## config.mk

```make
export PLATFORM = sky130hd
export DESIGN_NAME = mem_wait_ctrl_flat
export DESIGN_NICKNAME = d
export VERILOG_FILES = /design/src/rtl/mem_wait_ctrl_if.sv /design/src/rtl/mem_wait_ctrl.sv /design/src/flat_wrapper.sv
export SDC_FILE = /design/constraint.sdc
export NUM_CORES = 2
export LEC_CHECK = 0
export CAP_MARGIN = 20
export CELL_PAD_IN_SITES_DETAIL_PLACEMENT = 1
export CELL_PAD_IN_SITES_GLOBAL_PLACEMENT = 1
export CORE_ASPECT_RATIO = 2
export CORE_UTILIZATION = 46
export DETAILED_ROUTE_END_ITERATION = 7
export PLACE_DENSITY_LB_ADDON = 0.1
export SETUP_SLACK_MARGIN = 0.3
export SLEW_MARGIN = 20
export SYNTH_ARGS = -nofsm -noshare
export SYNTH_HDL_FRONTEND = slang
export SYNTH_SLANG_ARGS = --single-unit
```

## constraint.sdc

```tcl
create_clock -name clk -period 6.31 [get_ports clk]
set_input_delay 1.893 -clock clk [delete_from_list [all_inputs] [get_ports clk]]
set_output_delay 1.893 -clock clk [all_outputs]
set_load 0.03 [all_outputs]
```

## src/rtl/mem_wait_ctrl_if.sv

```systemverilog
// mem_wait_ctrl_if: MEM-stage request/response bundle between the pipeline and
// the multi-cycle data memory. The pipeline side is the master, the memory is
// the slave.
interface mem_wait_ctrl_if #(
    parameter int ADDR_W = 32,
    parameter int DATA_W = 32
);
    logic              mem_r_en;
    logic              mem_w_en;
    logic [ADDR_W-1:0] address;
    logic [DATA_W-1:0] data_in;
    logic [DATA_W-1:0] mem_result;
    logic              ready;
    logic              freeze;
    logic              out_of_range;
    logic              busy;

    modport master (
        output mem_r_en, mem_w_en, address, data_in,
        input  mem_result, ready, freeze, out_of_range, busy
    );

    modport slave (
        input  mem_r_en, mem_w_en, address, data_in,
        output mem_result, ready, freeze, out_of_range, busy
    );
endinterface

```

## src/rtl/mem_wait_ctrl.sv

```systemverilog
// mem_wait_ctrl: multi-cycle data memory for the MEM stage. Each access holds
// the pipeline through freeze for WAIT_CYCLES cycles and finishes with a single
// ready pulse. Optional macro MEM_READ_BYPASS_EN adds a last-write register so
// a read that hits the most recently written word completes in one cycle.
module mem_wait_ctrl #(
    parameter int DATA_W      = 32,
    parameter int ADDR_W      = 32,
    parameter int DEPTH       = 64,
    parameter int BASE_ADDR   = 1024,
    parameter int WAIT_CYCLES = 4
) (
    input logic           clk,
    input logic           rst,
    mem_wait_ctrl_if.slave bus
);
    localparam int IDX_W = $clog2(DEPTH);
    localparam int CNT_W = (WAIT_CYCLES > 1) ? $clog2(WAIT_CYCLES) : 1;
    localparam logic [ADDR_W-1:0] BASE     = ADDR_W'(BASE_ADDR);
    localparam logic [ADDR_W-1:0] WINDOW   = ADDR_W'(4 * DEPTH);
    localparam logic [CNT_W-1:0]  CNT_LOAD = CNT_W'(WAIT_CYCLES - 1);
    localparam bit SINGLE_CYCLE = (WAIT_CYCLES == 1);

    typedef enum logic [1:0] {
        IDLE = 2'd0,
        BUSY = 2'd1,
        DONE = 2'd2
    } state_t;

    state_t            state;
    logic [CNT_W-1:0]  cnt;
    logic              write_q;
    logic [ADDR_W-1:0] addr_q;
    logic [DATA_W-1:0] data_q;
    logic [DATA_W-1:0] mem [DEPTH];

    logic              req;
    logic [ADDR_W-1:0] in_off;
    logic              in_range;
    logic [IDX_W-1:0]  in_idx;
    logic [ADDR_W-1:0] q_off;
    logic              q_range;
    logic [IDX_W-1:0]  q_idx;
    logic              bypass_hit;
    logic              enter_done;
    logic              c_write;
    logic              c_range;
    logic [IDX_W-1:0]  c_idx;
    logic [DATA_W-1:0] c_data;
    logic [DATA_W-1:0] read_data;

`ifdef MEM_READ_BYPASS_EN
    logic              lw_valid;
    logic [IDX_W-1:0]  lw_idx;
    logic [DATA_W-1:0] lw_data;
`endif

    // Decode the live request and the captured one, and pick which of them is
    // the access finishing on the coming edge (live only for a one-cycle path).
    always_comb begin
        req      = bus.mem_r_en | bus.mem_w_en;
        in_off   = bus.address - BASE;
        in_range = (bus.address >= BASE) && (in_off < WINDOW);
        in_idx   = in_off[IDX_W+1:2];
        q_off    = addr_q - BASE;
        q_range  = (addr_q >= BASE) && (q_off < WINDOW);
        q_idx    = q_off[IDX_W+1:2];

        bypass_hit = 1'b0;
`ifdef MEM_READ_BYPASS_EN
        bypass_hit = (state == IDLE) && bus.mem_r_en && !bus.mem_w_en &&
                     in_range && lw_valid && (lw_idx == in_idx);
`endif

        enter_done = ((state == IDLE) && req && (SINGLE_CYCLE || bypass_hit)) ||
                     ((state == BUSY) && (cnt == CNT_W'(1)));

        if (state == IDLE) begin
            c_write = bus.mem_w_en;
            c_range = in_range;
            c_idx   = in_idx;
            c_data  = bus.data_in;
        end else begin
            c_write = write_q;
            c_range = q_range;
            c_idx   = q_idx;
            c_data  = data_q;
        end

        read_data = c_range ? mem[c_idx] : '0;
`ifdef MEM_READ_BYPASS_EN
        if (bypass_hit) begin
            read_data = lw_data;
        end
`endif
    end

    // Stall the pipeline from the first request cycle until DONE; reset drops it at once.
    assign bus.freeze = !rst && (((state == IDLE) && req) || (state == BUSY));

    // Access sequencer: capture, count wait states, then present the result for one cycle.
    always_ff @(posedge clk) begin
        if (rst) begin
            state            <= IDLE;
            cnt              <= '0;
            write_q          <= 1'b0;
            addr_q           <= '0;
            data_q           <= '0;
            bus.mem_result   <= '0;
            bus.ready        <= 1'b0;
            bus.out_of_range <= 1'b0;
            bus.busy         <= 1'b0;
        end else begin
            bus.ready        <= enter_done;
            bus.out_of_range <= enter_done && !c_range;
            if (enter_done && !c_write) begin
                bus.mem_result <= read_data;
            end
            case (state)
                IDLE: begin
                    if (req) begin
                        write_q  <= bus.mem_w_en;
                        addr_q   <= bus.address;
                        data_q   <= bus.data_in;
                        cnt      <= CNT_LOAD;
                        bus.busy <= 1'b1;
                        state    <= (SINGLE_CYCLE || bypass_hit) ? DONE : BUSY;
                    end
                end
                BUSY: begin
                    cnt <= cnt - CNT_W'(1);
                    if (cnt == CNT_W'(1)) begin
                        state <= DONE;
                    end
                end
                DONE: begin
                    bus.busy <= 1'b0;
                    state    <= IDLE;
                end
                default: begin
                    bus.busy <= 1'b0;
                    state    <= IDLE;
                end
            endcase
        end
    end

    // Storage array: cleared during reset, written on the edge that enters DONE.
    always_ff @(posedge clk) begin
        if (rst) begin
            for (int i = 0; i < DEPTH; i++) begin
                mem[i] <= '0;
            end
        end else if (enter_done && c_write && c_range) begin
            mem[c_idx] <= c_data;
        end
    end

`ifdef MEM_READ_BYPASS_EN
    // Remember the most recent committed write so a matching read can skip the wait.
    always_ff @(posedge clk) begin
        if (rst) begin
            lw_valid <= 1'b0;
            lw_idx   <= '0;
            lw_data  <= '0;
        end else if (enter_done && c_write && c_range) begin
            lw_valid <= 1'b1;
            lw_idx   <= c_idx;
            lw_data  <= c_data;
        end
    end
`endif
endmodule
```

## src/flat_wrapper.sv

```systemverilog
// flat-port wrapper written by rule: the top's interface ports become plain ports
module mem_wait_ctrl_flat 
#(
    parameter int DATA_W      = 32,
    parameter int ADDR_W      = 32,
    parameter int DEPTH       = 64,
    parameter int BASE_ADDR   = 1024,
    parameter int WAIT_CYCLES = 4
)
  (clk, rst, bus_mem_r_en, bus_mem_w_en, bus_address, bus_data_in, bus_mem_result, bus_ready, bus_freeze, bus_out_of_range, bus_busy);
  mem_wait_ctrl_if #(.ADDR_W(ADDR_W), .DATA_W(DATA_W)) bus_i ();
  input logic clk;
  input logic rst;
  input wire logic [$bits(bus_i.mem_r_en)-1:0] bus_mem_r_en;
  input wire logic [$bits(bus_i.mem_w_en)-1:0] bus_mem_w_en;
  input wire logic [$bits(bus_i.address)-1:0] bus_address;
  input wire logic [$bits(bus_i.data_in)-1:0] bus_data_in;
  output wire logic [$bits(bus_i.mem_result)-1:0] bus_mem_result;
  output wire logic [$bits(bus_i.ready)-1:0] bus_ready;
  output wire logic [$bits(bus_i.freeze)-1:0] bus_freeze;
  output wire logic [$bits(bus_i.out_of_range)-1:0] bus_out_of_range;
  output wire logic [$bits(bus_i.busy)-1:0] bus_busy;
  assign bus_i.mem_r_en = bus_mem_r_en;
  assign bus_i.mem_w_en = bus_mem_w_en;
  assign bus_i.address = bus_address;
  assign bus_i.data_in = bus_data_in;
  assign bus_mem_result = bus_i.mem_result;
  assign bus_ready = bus_i.ready;
  assign bus_freeze = bus_i.freeze;
  assign bus_out_of_range = bus_i.out_of_range;
  assign bus_busy = bus_i.busy;
  mem_wait_ctrl #(.DATA_W(DATA_W), .ADDR_W(ADDR_W), .DEPTH(DEPTH), .BASE_ADDR(BASE_ADDR), .WAIT_CYCLES(WAIT_CYCLES)) u_core (.clk(clk), .rst(rst), .bus(bus_i));
endmodule
```

Yosys cells after proc, flatten, opt, wreduce, memory -nomap -nowiden
Memories as Yosys holds them, arrays and structs flattened.
Cells that the tools add are included.

storage, ports and cells
  output and inout bits = 36
  memories kept = 1
  flip-flop bits (word level) = 104
  input port bits = 68
  bits in writable memories = 2048

memory list
  memory      depth  bits a word  rd ports  clocked after memory_dff  wr ports  RTL line             source
  u_core.mem  64     32           1         0                         64        mem_wait_ctrl.sv:34  logic [DATA_W-1:0] mem [DEPTH];

cells by class
  $lt $le $gt $ge = 4
  $add $sub $neg = 3
  equal/unequal tests = 4
  bitwise gates (word level) = 2
  multiplexer cells = 20
  reduce and logical (&&, ||, !) cells = 20

operators by type and width
  kind                                                                                   number
  32-bit 2-to-1 mux                                                                      3
  32-bit by 11-bit greater-or-equal comparator with 1-bit output, second input constant  2
  32-bit by 9-bit less-than comparator with 1-bit output, second input constant          2
  32-bit by 11-bit subtractor with 32-bit output, second input constant                  2
  32-bit OR reduction                                                                    1
  6-bit 2-to-1 mux                                                                       2
  1-bit logical AND                                                                      9
  1-bit 2-to-1 mux                                                                       9
  2-bit case mux with 2 select lines                                                     2
  2-bit AND reduction                                                                    4
  2-bit 2-to-1 mux                                                                       3
  2-bit by 1-bit == test with 1-bit output, second input constant                        2
  1-bit logical NOT                                                                      3
  2-bit logical NOT                                                                      1
  2-bit by 1-bit != test with 1-bit output, second input constant                        1
  2-bit != test, second input constant                                                   1
  1-bit case mux with 2 select lines                                                     1
  2-bit nonzero test                                                                     1
  2-bit by 1-bit subtractor with 2-bit output, second input constant                     1
  1-bit logical OR                                                                       1
  1-bit NOT                                                                              1
  1-bit OR                                                                               1

Longest topological paths before layout
  depth in word-level cells = 10
  mapped depth = 14
  gate-level depth less buffers = 7

Worst setup path after synthesis
OpenSTA, ideal clock, no wires.

  kind = input port to flip-flop
  from = input port bus_address[11]
  to = memory u_core.mem[61][0] (enable)
  cell stages on the path = 9
  buffers on the path = 2
  required time = 5.916 ns
  setup slack = 1.243 ns
  data arrival time = 4.673 ns
  setup time = 0.394 ns
  cells stage by stage = or4_4 or3_1 maj3_2 o21ai_1 a41o_1 buf_6 buf_6 nand4_4 nand2b_1

RTL lines
  item         RTL line             source
  from (decl)  flat_wrapper.sv:16   input wire logic [$bits(bus_i.address)-1:0] bus_address;
  to (decl)    mem_wait_ctrl.sv:34

Worst setup path after layout
  from = input port bus_address[2]
  to = register u_core.bus.mem_result[3]

between the ends
  cells in the longest elaborated chain, start to end = 5
  elaborated cells between the ends (all ways) = 8
  classes of those cells = 1 x add/sub; 2 x order compare; 3 x mux; 1 x reduce/logical; 1 x memory

RTL lines
  item                                                    RTL line                source
  32-bit by 11-bit subtractor with 32-bit output          mem_wait_ctrl.sv:61     in_off = bus.address - BASE;
  32-bit by 9-bit less-than comparator with 1-bit output  mem_wait_ctrl.sv:62     in_range = (bus.address >= BASE) && (in_off < WINDOW);
  1-bit logical AND                                       mem_wait_ctrl.sv:62
  1-bit 2-to-1 mux                                        mem_wait_ctrl.sv:77     if (state == IDLE) begin
  32-bit 2-to-1 mux *                                     mem_wait_ctrl.sv:89     read_data = c_range ? mem[c_idx] : '0;
  to (signal assigned)                                    mem_wait_ctrl.sv:116    bus.mem_result <= read_data;
  to (decl)                                               mem_wait_ctrl_if.sv:25  output mem_result, ready, freeze, out_of_range, busy

Mark *: on every way between the ends. The rest lies on a longest branch, timed or not.
A chain may end at the register's enable or synchronous reset.

==> flow_metrics.py <==
metrics = {
    "setup_path": {
        "crit_chain": "clkdlybuf4s50_1 > or3b_4 > nand2_4 > buf_12 > o221ai_1 > a221oi_1 > buf_4 > o211ai_1 > a2111oi_2 > a32o_1",
        "worst-r2r-setup-slack_ns": 1.03,
        "path_max_fanout": 39,
        "crit_path_top_delay_cell": "sky130_fd_sc_hd__a2111oi_2",
        "critPathMaxStageDelay_ns": 1.15,
        "reg2reg_depth": 11,
        "cp-startpoint": "bus_address[2]",
        "critical_path_class": "in -> reg",
        "capture_point_of_the_worst_path": "u_core.bus.mem_result[3]",
        "crit_path_start_kind": "input pin",
        "r2r-start": "u_core.state[0]",
        "critPathArrivalTime_ns": 6.85,
        "timing.rr.end": "u_core.bus.mem_result[3]",
        "critPathCaptureType": "flop",
        "worstPathRequired_ns": 7.13,
    },
    "clocking": {
        "cts_tree": "done",
        "cts_hold_buffers": 0,
        "clock-sinks": 2150,
        "ctsResizeCount": 0,
        "clk_pin_slew_ns": 0.06,
        "clock_path_buffers": 4,
        "tritoncts.num_buffers": 198,
        "cts_root_buffer": "sky130_fd_sc_hd__clkbuf_16",
        "post_cts.repair.setup_buffers": 0,
        "cts-htree-levels": 4,
        "clock_latency_ns": 0.89,
    },
    "floorplanning": {
        "floorplan.die.width_um": 319,
        "die_h_um": 636,
        "core_area_um2": 200000,
        "die_area_um2": 203000,
        "floorplan.initialDensity_pct": 46.4,
        "io_pins": 104,
        "row_count": 232,
    },
    "global_routing": {
        "antenna_found_initial": 23,
        "largest_net_degree_at_the_start_of_global_routing": 98,
        "grt_util_all_layers_pct": 36.2,
        "grt.overflow.total": 0,
        "global_route_wire_length_before_repair_mm": 520,
        "first_global_vias": 70600,
    },
    "route": {
        "first_pass_iters": 6,
        "ant_nets": 0,
        "avgRoutedWirePerCell_um": 35.5,
        "initial_drc_count": 7306,
        "avgViaCountPerCell": 6.50,
        "drt-total-wl_mm": 371,
        "route.detailed.drc": 0,
        "vias_post_dr": 68000,
    },
    "placement": {
        "globalplace.congestion": 0.947,
        "post_dp_cell_area_um2": 99800,
        "place_worst_setup_slack_ns": -0.321,
        "io_buffers": 101,
        "post-dp-hpwl_mm": 239,
    },
    "yosys": {
        "synthFlopType": "sky130_fd_sc_hd__edfxtp_1",
        "yosys.area_share.simple_pct": 15.0,
        "synth_compound_area_share_pct": 10.4,
        "post_synth.cell_area_avg_um2": 12.1,
        "yosys-mux-area-fraction_pct": 2.19,
        "async_reset_ff_share_pct": 0,
        "netlist-cell-type-count": 77,
        "post_synth_adder_cell_area_pct": 0.0257,
        "yosys.area_share.xor_xnor_pct": 0.0189,
        "synthesis.area_um2": 92600,
        "yosys_register_bits": 2150,
        "ys.warnings.count": 0,
        "seq_area_frac_synth_pct": 68.6,
        "number_of_flops_mapped_to_enable_cells_by_yosys": 2048,
        "syn-instance-count": 7632,
        "mappedNetlistNets": 7701,
        "synth_top_family_by_area": "simple AND/OR/NAND/NOR gates",
    },
    "status": {
        "run_status": "completed",
    },
    "sta": {
        "maxSlewViolCount": 0,
        "fmax_mhz": 166,
        "rsz_0062_raised_after_global_routing": "false",
        "period_needed_ns": 6.04,
        "layout_worst_path_cycle_share_pct": 95.7,
        "final.setup.tns_ns": 0,
        "worst_slew_margin_rel_pct": 14.6,
        "worst_slack_ns": 0.270,
        "timing.clock.skew_ns": 0.0446,
        "final_hold_violation_count": 0,
        "timing.final.setup_violations": 0,
        "max_slew.worst_pin.slew_ns": 1.28,
    },
    "job": {
        "max_cap_viol_count": 0,
    },
    "pwr": {
        "p_total_mw": 35.1,
        "static-leakage-power_nw": 37.7,
        "vdd.ir_drop.worst_mv": 0.276,
        "powerDensity_nw_per_um2": 331,
    },
    "layout": {
        "number_of_nets_in_the_layout": 7784,
        "flow.area_growth_from_synthesis_pct": 14.7,
        "layout-drive-gt1-share_pct": 13.6,
        "cell_area_after_layout_um2": 106000,
    },
    "min_path": {
        "hold_path_class": "reg -> reg",
    },
}
==> worst max-delay path, delay by kind of cell <==
| kind | cells | cell delay, ns |
|---|---|---|
| compound gates | 5 | 2.79 |
| buf+inv | 3 | 1.27 |
| simple gates | 2 | 0.82 |
==> per-stage QoR <==
step	hold slack (ns)	instances	utilization, %
final	0.458	10500	53.2
after global routing	0.479	10500	53.2
after CTS	0.460	10400	53.1
after detailed placement	0.452	10100	49.9
after global placement	0.444	10100	49.9
after floorplan	0.436	7632	-
==> power by group <==
| part | internal (mW) | switching (mW) | total [mW] |
|---|---|---|---|
| Sequential | 16.0 | 0.182 | 16.2 |
| Clock | 6.77 | 5.47 | 12.2 |
| Combinational | 1.80 | 4.85 | 6.65 |
==> placed cells by master, fill, tap and decap left out, types with 12 or more instances in the layout <==
cell type / Yosys / final
sky130_fd_sc_hd__nor2_1: 2133 / 2128
sky130_fd_sc_hd__edfxtp_1: 2048 / 2048
sky130_fd_sc_hd__buf_4: 15 / 479
sky130_fd_sc_hd__nand2_1: 452 / 450
sky130_fd_sc_hd__o22ai_1: 302 / 300
sky130_fd_sc_hd__a211oi_1: 241 / 241
sky130_fd_sc_hd__and3_1: 217 / 217
sky130_fd_sc_hd__clkbuf_16: 0 / 204
sky130_fd_sc_hd__o221ai_1: 181 / 181
sky130_fd_sc_hd__a21oi_1: 172 / 170
sky130_fd_sc_hd__mux2i_1: 193 / 157
sky130_fd_sc_hd__dfxtp_1: 102 / 102
sky130_fd_sc_hd__clkdlybuf4s50_1: 0 / 100
sky130_fd_sc_hd__buf_12: 0 / 94
sky130_fd_sc_hd__o21ai_0: 92 / 92
sky130_fd_sc_hd__nand3_1: 68 / 68
sky130_fd_sc_hd__a31oi_1: 68 / 68
sky130_fd_sc_hd__nand2b_2: 0 / 62
sky130_fd_sc_hd__nand4_4: 49 / 49
sky130_fd_sc_hd__clkbuf_1: 466 / 44
sky130_fd_sc_hd__clkinv_1: 0 / 41
sky130_fd_sc_hd__a32o_1: 40 / 40
sky130_fd_sc_hd__mux2i_4: 0 / 38
sky130_fd_sc_hd__o211ai_1: 36 / 36
sky130_fd_sc_hd__clkinv_2: 0 / 36
sky130_fd_sc_hd__a221oi_1: 30 / 30
sky130_fd_sc_hd__o41ai_1: 35 / 29
sky130_fd_sc_hd__a222oi_1: 26 / 26
sky130_fd_sc_hd__a32oi_1: 26 / 26
sky130_fd_sc_hd__or4_1: 24 / 24
sky130_fd_sc_hd__nor4_1: 23 / 23
sky130_fd_sc_hd__or3_1: 21 / 21
sky130_fd_sc_hd__a2111oi_0: 33 / 20
sky130_fd_sc_hd__bufinv_16: 0 / 19
sky130_fd_sc_hd__nand4_1: 18 / 18
sky130_fd_sc_hd__diode_2: 0 / 13
sky130_fd_sc_hd__a2111oi_2: 8 / 12
==> cell families (layout without fill, tap and decap cells) <==
logic type	count (synthesis)	count (layout)
AO/OA/AOI/OAI	1344	1344
XOR/XNOR	2	2
adder cells (fa/ha/maj)	2	2
buffers and inverters	800	1044
flip-flops	2150	2150
multiplexers	201	201
other	0	13
AND/OR/NAND/NOR	3133	3133
==> final cells by class <==
cell class / count / area [µm²]
diodes: 13 / 32.5
clock buffers: 256 / 5370
clock inverters: 105 / 978
fillers: 20000 / 93500
inverters: 6 / 22.5
multi-input cells: 4682 / 26500
flip-flops and latches: 2150 / 63500
well taps: 2574 / 3220
repair buffers: 677 / 6570
==> routing by layer <==
layer  global-route usage, %  vias to the layer above  routed length, µm
li1                        -                    28300                  -
met1                    39.5                    35200             124000
met2                    60.8                     3351             182000
met3                    5.37                     1104              26000
met4                    33.1                       12              39600
met5                       0                        -                 83
==> how the worst min path moves through the flow <==
stage | start | depth (start not counted) | slack, ns | endpoint
6_report | u_core.addr_q[30] | 2 | 0.46 | u_core.addr_q[30]
4_1_cts | u_core.addr_q[30] | 2 | 0.46 | u_core.addr_q[30]
3_3_place_gp | u_core.addr_q[30] | 2 | 0.44 | u_core.addr_q[30]
3_5_place_dp | u_core.addr_q[30] | 2 | 0.45 | u_core.addr_q[30]
5_1_grt | u_core.addr_q[30] | 2 | 0.48 | u_core.addr_q[30]
2_1_floorplan | u_core.data_q[0] | 2 | 0.44 | u_core.data_q[0]
==> registers in the layout (all words and copies together) (netlist names) <==
name                     count
u_core.bus.ready             1
u_core.addr_q               30
u_core.data_q               32
u_core.bus.out_of_range      1
u_core.mem                2048
u_core.bus.mem_result       32
u_core.cnt                   2
u_core.bus.busy              1
u_core.write_q               1
u_core.state                 2
==> synth_stat cells (6+ instances only) <==
cell type | count | area share, %
sky130_fd_sc_hd__a2111oi_2 | 8 | 0.13
sky130_fd_sc_hd__inv_1 | 6 | 0.024
sky130_fd_sc_hd__nand4_4 | 49 | 1.1
sky130_fd_sc_hd__a222oi_1 | 26 | 0.28
sky130_fd_sc_hd__or2_2 | 7 | 0.047
sky130_fd_sc_hd__buf_4 | 15 | 0.12
sky130_fd_sc_hd__nor2_2 | 6 | 0.041
sky130_fd_sc_hd__nand3_1 | 68 | 0.37
sky130_fd_sc_hd__buf_1 | 43 | 0.17
sky130_fd_sc_hd__o22ai_1 | 302 | 2.0
sky130_fd_sc_hd__a211oi_1 | 241 | 2.0
sky130_fd_sc_hd__and2_1 | 7 | 0.047
sky130_fd_sc_hd__a221oi_1 | 30 | 0.28
sky130_fd_sc_hd__nor3_1 | 11 | 0.059
sky130_fd_sc_hd__a32o_1 | 40 | 0.43
sky130_fd_sc_hd__a2111oi_0 | 33 | 0.31
sky130_fd_sc_hd__dfxtp_1 | 102 | 2.2
sky130_fd_sc_hd__nor4_1 | 23 | 0.16
sky130_fd_sc_hd__or3_1 | 21 | 0.14
sky130_fd_sc_hd__and3_1 | 217 | 1.5
sky130_fd_sc_hd__a32oi_1 | 26 | 0.25
sky130_fd_sc_hd__o211ai_1 | 36 | 0.29
sky130_fd_sc_hd__o221ai_1 | 181 | 1.7
sky130_fd_sc_hd__a22oi_1 | 10 | 0.081
sky130_fd_sc_hd__nor2_1 | 2133 | 8.6
sky130_fd_sc_hd__or4_1 | 24 | 0.19
sky130_fd_sc_hd__o21ai_0 | 92 | 0.50
sky130_fd_sc_hd__nand2_1 | 452 | 1.8
sky130_fd_sc_hd__mux2i_1 | 193 | 2.1
sky130_fd_sc_hd__buf_2 | 261 | 1.4
sky130_fd_sc_hd__o31ai_1 | 8 | 0.065
sky130_fd_sc_hd__nand2b_1 | 73 | 0.49
sky130_fd_sc_hd__edfxtp_1 | 2048 | 66
sky130_fd_sc_hd__nand4_1 | 18 | 0.12
sky130_fd_sc_hd__mux2_2 | 6 | 0.073
sky130_fd_sc_hd__o41ai_1 | 35 | 0.33
sky130_fd_sc_hd__a21oi_1 | 172 | 0.93
sky130_fd_sc_hd__clkbuf_1 | 466 | 1.9
sky130_fd_sc_hd__a31oi_1 | 68 | 0.46
Power figures use the tool's default switching activity.
